===== src/rtl/machine_seq_pkg.sv =====
// Shared types and constants for the nibble sequencer: FSM states, widths
// and the beat-selector to shift-amount table.
package machine_seq_pkg;

    localparam int NIB_W  = 4;
    localparam int WORD_W = 16;
    localparam int BEATS  = 4;
    localparam int CNT_W  = 2;

    typedef enum logic {
        IDLE  = 1'b0,
        SHIFT = 1'b1
    } state_t;

    // Bit offset of each nibble inside the held word, indexed by ds.
    localparam logic [3:0] SHIFT_TABLE [BEATS] = '{4'd0, 4'd4, 4'd8, 4'd12};

endpackage


===== src/rtl/machine_nib_shift.sv =====
// Beat-selector decode: picks nibble ds of the held word through the
// package shift table.
module machine_nib_shift
    import machine_seq_pkg::*;
(
    input  logic [WORD_W-1:0] word,
    input  logic [CNT_W-1:0]  ds,
    output logic [NIB_W-1:0]  nib
);

    logic [WORD_W-1:0] shifted;

    assign shifted = word >> SHIFT_TABLE[ds];
    assign nib     = shifted[NIB_W-1:0];

endmodule


===== src/rtl/machine_nibble_sequencer.sv =====
// Serializes 16-bit words into four 4-bit beats with valid/ready on both sides.
// Define MACHINE_NIBSEQ_MSB_FIRST_EN to emit the most significant nibble first.
module machine_nibble_sequencer
    import machine_seq_pkg::*;
(
    input  logic              system1000,
    input  logic              system1000_rstn,
    input  logic              in_valid,
    output logic              in_ready,
    input  logic [WORD_W-1:0] in_data,
    output logic              out_valid,
    input  logic              out_ready,
    output logic [NIB_W-1:0]  out_nib,
    output logic              out_first,
    output logic              out_last,
    output logic [CNT_W-1:0]  ds,
    output logic              busy
);

    // Handshake rule: a transfer happens on a rising edge where valid and
    // ready are both high; valid never depends on ready, ready may depend on
    // valid/ready of the other side (in_ready follows out_ready on the last beat).

    state_t            state_q, state_d;
    logic [CNT_W-1:0]  cnt_q, cnt_d;
    logic [WORD_W-1:0] word_q, word_d;
    logic [NIB_W-1:0]  shift_nib;
    logic              last_beat;

    always_ff @(posedge system1000) begin
        if (!system1000_rstn) begin
            state_q <= IDLE;
            cnt_q   <= '0;
            word_q  <= '0;
        end else begin
            state_q <= state_d;
            cnt_q   <= cnt_d;
            word_q  <= word_d;
        end
    end

    assign last_beat = (cnt_q == CNT_W'(BEATS - 1));

    always_comb begin
        state_d   = state_q;
        cnt_d     = cnt_q;
        word_d    = word_q;
        in_ready  = 1'b0;
        out_valid = 1'b0;
        busy      = 1'b0;
        case (state_q)
            IDLE: begin
                in_ready = 1'b1;
                if (in_valid) begin
                    word_d  = in_data;
                    cnt_d   = '0;
                    state_d = SHIFT;
                end
            end
            SHIFT: begin
                out_valid = 1'b1;
                busy      = 1'b1;
                // Zero-bubble reload: the next word is taken on the final-beat handshake.
                in_ready  = last_beat && out_ready;
                if (out_ready) begin
                    if (!last_beat) begin
                        cnt_d = cnt_q + 1'b1;
                    end else if (in_valid) begin
                        word_d = in_data;
                        cnt_d  = '0;
                    end else begin
                        cnt_d   = '0;
                        state_d = IDLE;
                    end
                end
            end
            default: state_d = IDLE;
        endcase
    end

    always_comb begin
        ds = '0;
        if (state_q == SHIFT) begin
`ifdef MACHINE_NIBSEQ_MSB_FIRST_EN
            ds = CNT_W'(BEATS - 1) - cnt_q;
`else
            ds = cnt_q;
`endif
        end
    end

    machine_nib_shift u_shift (
        .word (word_q),
        .ds   (ds),
        .nib  (shift_nib)
    );

    assign out_nib   = out_valid ? shift_nib : '0;
    assign out_first = out_valid && (cnt_q == '0);
    assign out_last  = out_valid && last_beat;

endmodule

===== config.mk =====
export PLATFORM = sky130hd
export DESIGN_NAME = machine_nibble_sequencer
export DESIGN_NICKNAME = d
export VERILOG_FILES = /design/src/rtl/machine_seq_pkg.sv /design/src/rtl/machine_nib_shift.sv /design/src/rtl/machine_nibble_sequencer.sv
export SDC_FILE = /design/constraint.sdc
export NUM_CORES = 1
export LEC_CHECK = 0
export ABC_CLOCK_PERIOD_IN_PS = 1560
export CAP_MARGIN = 30
export CORE_AREA = 2 2 50 52
export DETAILED_ROUTE_END_ITERATION = 10
export DIE_AREA = 0 0 52 54
export PLACE_DENSITY = 0.76
export SYNTH_ARGS = -nofsm -noshare
export SYNTH_HDL_FRONTEND = slang
export SYNTH_SLANG_ARGS = --single-unit

===== constraint.sdc =====
create_clock -name system1000 -period 1.56 [get_ports system1000]
set_input_delay 0.156 -clock system1000 [delete_from_list [all_inputs] [get_ports system1000]]
set_output_delay 0.156 -clock system1000 [all_outputs]
set_load 0.05 [all_outputs]

* After elaboration in Yosys (flattened, before gate mapping) *
Cells that the tools add are included.

cells by class
  eq/ne operators = 4
  add/sub/neg operators = 1
  shifts and indexed selects = 1
  multiplexer cells = 19
  magnitude comparators = 1
  div/mod/pow operators = 0
  bitwise operators = 2
  reduce and logical (&&, ||, !) cells = 6
  multipliers = 0

operator list
  kind                                                                      count
  16-bit 2-to-1 mux                                                         3
  16-bit one-hot mux with 2 select lines                                    1
  16-bit by 4-bit >> shifter with 4-bit output                              1
  4-bit 2-to-1 mux                                                          3
  4-bit binary-select mux with 2-bit select                                 1
  2-bit 2-to-1 mux                                                          4
  1-bit 2-to-1 mux                                                          4
  2-bit inequality test (second input constant)                             2
  1-bit one-hot mux with 2 select lines                                     2
  2-bit one-hot mux with 2 select lines                                     1
  2-bit AND reduction                                                       2
  3-bit >= comparator (second input constant)                               1
  1-bit logical AND                                                         3
  2-bit NOT with 3-bit output                                               1
  2-bit by 1-bit adder with 2-bit output (second input constant)            1
  2-bit equality test (second input constant)                               1
  2-bit zero test                                                           1
  2-bit by 1-bit inequality test with 1-bit output (second input constant)  1
  1-bit NOT                                                                 1

storage, ports and cells
  memories kept = 0
  output and inout bits = 11
  ROM bits = 0
  latch bits = 0
  register bits after elaboration = 19
  input port bits = 20
  bits in writable memories = 0
  logic and storage cells = 37

* Logic depth before layout (Yosys ltp) *
  depth after elaboration = 7
  gate-level depth with buffers = 6
  gate-level depth less buffers = 4

* Cells and area by module *
From an unflattened synthesis, not the netlist that was laid out.

unflattened totals
  cells, all modules = 103
  area total of the unflattened synthesis = 993.5 um^2

by module, submodules not included
  module                    seq. area each (um^2)  area an instance (um^2)  times used  cells each
  machine_nibble_sequencer  380.4                  888.4                    1           99
  machine_nib_shift         0.0                    105.1                    1           4

* Worst setup path before layout *
OpenSTA, ideal clock, no wires.

  kind = reg-to-output
  start point = register state_q
  end point = output port out_first
  buffers on the path = 1
  data required time = 1.404 ns
  arrival = 1.403 ns
  stages on the path, launching flop included = 3
  path slack = 0.001 ns
  path through = dfxtp_1 > clkbuf_1 > and2_1

between the ends
  longest elaborated chain between the ends = 2

ends and longest elaborated chain
  item                    line                            text
  from (decl)             machine_nibble_sequencer.sv:24  state_t state_q, state_d;
  from (signal assigned)  machine_nibble_sequencer.sv:36  state_q <= state_d;
  1-bit 2-to-1 mux        machine_nibble_sequencer.sv:51  case (state_q)
  1-bit logical AND       machine_nibble_sequencer.sv:99  assign out_first = out_valid && (cnt_q == '0);
  to (decl)               machine_nibble_sequencer.sv:14  output logic out_first,

No other way between the ends.

* Worst setup path in the final report *
  start point = register cnt_q[0]
  end point = output port out_nib[1]

between the ends
  longest elaborated chain between the ends = 7

ends and longest elaborated chain
  item                                                 line                            text
  from (decl)                                          machine_nibble_sequencer.sv:25  logic [CNT_W-1:0] cnt_q, cnt_d;
  from (signal assigned)                               machine_nibble_sequencer.sv:37  cnt_q <= cnt_d;
  2-bit 2-to-1 mux                                     machine_nibble_sequencer.sv:83  if (state_q == SHIFT) begin
  2-bit NOT with 3-bit output (implied by the code)    machine_nib_shift.sv:13         assign shifted = word >> SHIFT_TABLE[ds];
  4-bit binary-select mux with 2-bit select            machine_nib_shift.sv:13
  4-bit 2-to-1 mux (implied by the code) (2 in a row)  machine_nib_shift.sv:13
  16-bit by 4-bit >> shifter with 4-bit output         machine_nib_shift.sv:13
  4-bit 2-to-1 mux                                     machine_nibble_sequencer.sv:98  assign out_nib = out_valid ? shift_nib : '0;
  to (decl)                                            machine_nibble_sequencer.sv:13  output logic [NIB_W-1:0] out_nib,

No other way between the ends. The select of a mux whose other input is x is not followed.

==> flow_results.xml <==
<?xml version="1.0" encoding="UTF-8"?>
<metrics>
  <group name="outcome">
    <metric name="run_status" unit="">finished with violations</metric>
    <metric name="failed_checks" unit="">negative setup slack</metric>
  </group>
  <group name="worst_setup_path">
    <metric name="r2r-end" unit="">word_q[14]</metric>
    <metric name="path_cells" unit="">mux4_2, and2_4, buf_8</metric>
    <metric name="crit_path_end_kind" unit="">output pin</metric>
    <metric name="path_max_fanout" unit="">6</metric>
    <metric name="critPathLaunchType" unit="">register</metric>
    <metric name="setup.worst_path.end" unit="">out_nib[1]</metric>
    <metric name="rr_startpoint" unit="">cnt_q[0]</metric>
    <metric name="timing.critical_path.required" unit="ps">1400</metric>
    <metric name="max_stage_delay" unit="ps">500</metric>
    <metric name="setup.worst_path.start" unit="">cnt_q[0]</metric>
    <metric name="ff2ff_setup_slack" unit="ps">190</metric>
    <metric name="timing.setup.critical_path_class" unit="">register to output pin</metric>
    <metric name="arrival" unit="ps">1490</metric>
    <metric name="critical_path.slowest_cell" unit="">sky130_fd_sc_hd__mux4_2</metric>
    <metric name="r2r_cells" unit="">6</metric>
  </group>
  <group name="pwr">
    <metric name="p_leak" unit="nW">0.607</metric>
    <metric name="pwr-share-seq" unit="%">51.7</metric>
    <metric name="max-vdd-ir-drop" unit="µV">520</metric>
    <metric name="power_frac_comb" unit="%">25.8</metric>
    <metric name="p_sw" unit="mW">0.268</metric>
    <metric name="power-per-cell-area" unit="nW/µm²">704</metric>
    <metric name="switching_share" unit="%">26.0</metric>
    <metric name="p_int" unit="mW">0.763</metric>
    <metric name="finalPower" unit="mW">1.03</metric>
    <metric name="clock_power_share" unit="%">22.5</metric>
  </group>
  <group name="floorplan">
    <metric name="floorplan.rows" unit="">18</metric>
    <metric name="initial_core_util" unit="%">42.2</metric>
    <metric name="dieHeight" unit="µm">54</metric>
    <metric name="core-area" unit="µm²">2320</metric>
    <metric name="die-area" unit="µm²">2810</metric>
    <metric name="die_w" unit="µm">52</metric>
    <metric name="boundaryPins" unit="">31</metric>
  </group>
  <group name="finish">
    <metric name="nets" unit="">160</metric>
    <metric name="layout.filler_cells" unit="">185</metric>
    <metric name="post-route-util" unit="%">63.1</metric>
    <metric name="area_growth" unit="%">49.6</metric>
    <metric name="insertedDiodeCount" unit="">0</metric>
    <metric name="finalNonFillerCells" unit="">166</metric>
    <metric name="drive_gt1_share" unit="%">24.3</metric>
  </group>
  <group name="clock_network">
    <metric name="numClockSinks" unit="">19</metric>
    <metric name="tritoncts.num_buffers" unit="">3</metric>
    <metric name="worst_skew_pair_latency" unit="ps">280</metric>
    <metric name="ctsRootBufferMaster" unit="">sky130_fd_sc_hd__clkbuf_4</metric>
    <metric name="clk_transition_reported_paths" unit="ps">100</metric>
    <metric name="clock_tree.buffer_depth" unit="">2</metric>
    <metric name="tritoncts_clock_tree" unit="">yes</metric>
    <metric name="clock_tree.htree_level_count" unit="">1</metric>
    <metric name="holdBufCountCts" unit="">0</metric>
  </group>
  <group name="global_routing">
    <metric name="antenna_found_initial" unit="">0</metric>
    <metric name="grt_first_pass_wirelength" unit="mm">2.99</metric>
    <metric name="first_global_vias" unit="">731</metric>
    <metric name="overall_global_routing_resource_usage" unit="%">14.3</metric>
    <metric name="overflow" unit="">0</metric>
    <metric name="grt_start_max_net_pins" unit="">36</metric>
  </group>
  <group name="synth">
    <metric name="ys_seq_elements" unit="">19</metric>
    <metric name="synth.distinct_cells" unit="">18</metric>
    <metric name="post_synth.cell_area_avg" unit="µm²">9.41</metric>
    <metric name="synth_area" unit="µm²">978</metric>
    <metric name="yosys_warnings" unit="">0</metric>
    <metric name="postSynthNetCount" unit="">127</metric>
    <metric name="syn-instance-count" unit="">104</metric>
    <metric name="synth-seq-area-share" unit="%">38.9</metric>
  </group>
  <group name="detailed_routing">
    <metric name="remaining_routing_drc_violations" unit="">0</metric>
    <metric name="drt-pass1-iter-count" unit="">4</metric>
    <metric name="wire_per_inst" unit="µm">10.4</metric>
    <metric name="vias_per_cell" unit="">4.68</metric>
    <metric name="vias" unit="">777</metric>
    <metric name="postRouteAntennaNets" unit="">0</metric>
    <metric name="first_iter_violations" unit="">7</metric>
    <metric name="postRouteWirelength" unit="mm">1.72</metric>
  </group>
  <group name="placement">
    <metric name="post-place-ws" unit="ps">-7.69</metric>
    <metric name="placed_cell_count" unit="">161</metric>
    <metric name="place.port_buffers" unit="">30</metric>
    <metric name="total_half_perimeter_wirelength_after_legalization_and_detailed_placement" unit="mm">1.31</metric>
    <metric name="place_congestion" unit="">0.787</metric>
  </group>
  <group name="sta">
    <metric name="grt_setup_unrepaired" unit="">yes</metric>
    <metric name="layout_setup_ws" unit="ps">-83.9</metric>
    <metric name="period_share" unit="%">105</metric>
    <metric name="tightest_slew" unit="ps">185</metric>
    <metric name="fmax" unit="MHz">608</metric>
    <metric name="relSlewSlack" unit="%">87.3</metric>
    <metric name="drv_slew" unit="">0</metric>
    <metric name="finalClockSkew" unit="ps">8.58</metric>
    <metric name="final-hold-violation-count" unit="">0</metric>
    <metric name="setup_violations" unit="">7</metric>
    <metric name="worst_hold_slack" unit="ps">416</metric>
    <metric name="timing.final.crit_period" unit="ps">1640</metric>
  </group>
  <group name="flow_run">
    <metric name="drv.max_cap_violation_count" unit="">0</metric>
  </group>
  <group name="min_path">
    <metric name="min-delay-start" unit="">in_data[4]</metric>
    <metric name="min-delay-path-class" unit="">primary input to register</metric>
  </group>
</metrics>
[critical path, delay by kind of cell, from the launching register on]
kind / cells / cell delay [ps]
mux: 1 / 500
flops: 1 / 410
simple gates: 1 / 160
buf+inv: 1 / 140
[metal layers]
metal  vias up  global-route usage [%]  wire length [µm]
met5         -                       0                 0
met4         0                    2.63                 0
met1       348                    16.4               761
met2        22                    27.2               856
met3         0                    3.33               103
li1        407                       -                 -
[what timing repair did]
| item | in CTS | in global routing |
|---|---|---|
| hold endpoints to repair | 0 | 0 |
| resized for setup | 15 | 2 |
| pin swaps | 4 | 0 |
| setup buffers | 0 | 1 |
| endpoints found under the setup margin | 14 | 7 |
[power groups by stage]
stage	logic, mW	clock network (mW)	registers [mW]
3_5_place_dp	0.254	0	0.545
6_report	0.266	0.232	0.533
4_1_cts	0.264	0.242	0.533
2_1_floorplan	0.143	0	0.544
5_1_grt	0.285	0.270	0.538
3_3_place_gp	0.251	0	0.544
[area by class of cell]
class / instances / area, µm² / area share (%)
clock buffer: 4 / 26.3 / 1.79
timing repair buffer: 37 / 463 / 31.6
tap: 30 / 37.5 / 2.56
inverter: 2 / 7.51 / 0.513
multi-input combinational: 74 / 544 / 37.2
sequential: 19 / 385 / 26.3
[layout by cell type (no fill, tap or decap), types with 3 or more instances in the layout]
cell                              count
sky130_fd_sc_hd__ha_1                 3
sky130_fd_sc_hd__and2_1               4
sky130_fd_sc_hd__nand2_1             35
sky130_fd_sc_hd__buf_12               8
sky130_fd_sc_hd__clkdlybuf4s50_1     19
sky130_fd_sc_hd__mux2i_1             17
sky130_fd_sc_hd__dfxtp_1             17
sky130_fd_sc_hd__and2_4               4
sky130_fd_sc_hd__clkbuf_4             3
sky130_fd_sc_hd__mux4_2               4
sky130_fd_sc_hd__buf_8                4
sky130_fd_sc_hd__buf_4                4
[cell families after synthesis]
logic type | Yosys count | synth area share (%)
AND/OR/NAND/NOR | 46 | 20.3
multiplexers | 21 | 26.6
flip-flops | 19 | 38.9
buffers and inverters | 11 | 6.78
AO/OA/AOI/OAI | 4 | 3.58
adder cells (fa/ha/maj) | 3 | 3.84
[synth_stat cells]
master	count	area, µm²
sky130_fd_sc_hd__ha_1	3	37.5
sky130_fd_sc_hd__buf_8	1	15.0
sky130_fd_sc_hd__and2_1	8	50.1
sky130_fd_sc_hd__mux2i_1	17	170
sky130_fd_sc_hd__nand2_1	35	131
sky130_fd_sc_hd__clkbuf_1	4	15.0
sky130_fd_sc_hd__nand3_1	1	5.00
sky130_fd_sc_hd__mux4_2	4	90.1
sky130_fd_sc_hd__o21a_1	1	7.51
sky130_fd_sc_hd__nor2b_1	2	12.5
sky130_fd_sc_hd__a32oi_1	1	8.76
sky130_fd_sc_hd__buf_6	1	11.3
sky130_fd_sc_hd__a21boi_2	1	11.3
sky130_fd_sc_hd__buf_2	2	10.0
sky130_fd_sc_hd__buf_4	1	7.51
sky130_fd_sc_hd__a21boi_0	1	7.51
sky130_fd_sc_hd__inv_1	2	7.51
sky130_fd_sc_hd__dfxtp_1	19	380
[stage by stage]
step	TNS, ps	area (µm²)
after global routing	-912	1460
final	-362	1460
after floorplan	0	978
after detailed placement	-19.1	1380
after CTS	-385	1450
after global placement	0	1380
[registers in the layout, summed over array words and instances (netlist names)]
signal / count
word_q: 16
state_q: 1
cnt_q: 2
[how the worst min path moves through the flow]
stage	end	slack [ps]	depth (start not counted)
finish	word_q[4]	420	3
global route	word_q[12]	410	3
detailed placement	word_q[6]	450	2
CTS	word_q[1]	410	3
floorplan	state_q	280	1
global placement	word_q[7]	440	2
Power figures use the tool's default switching activity.
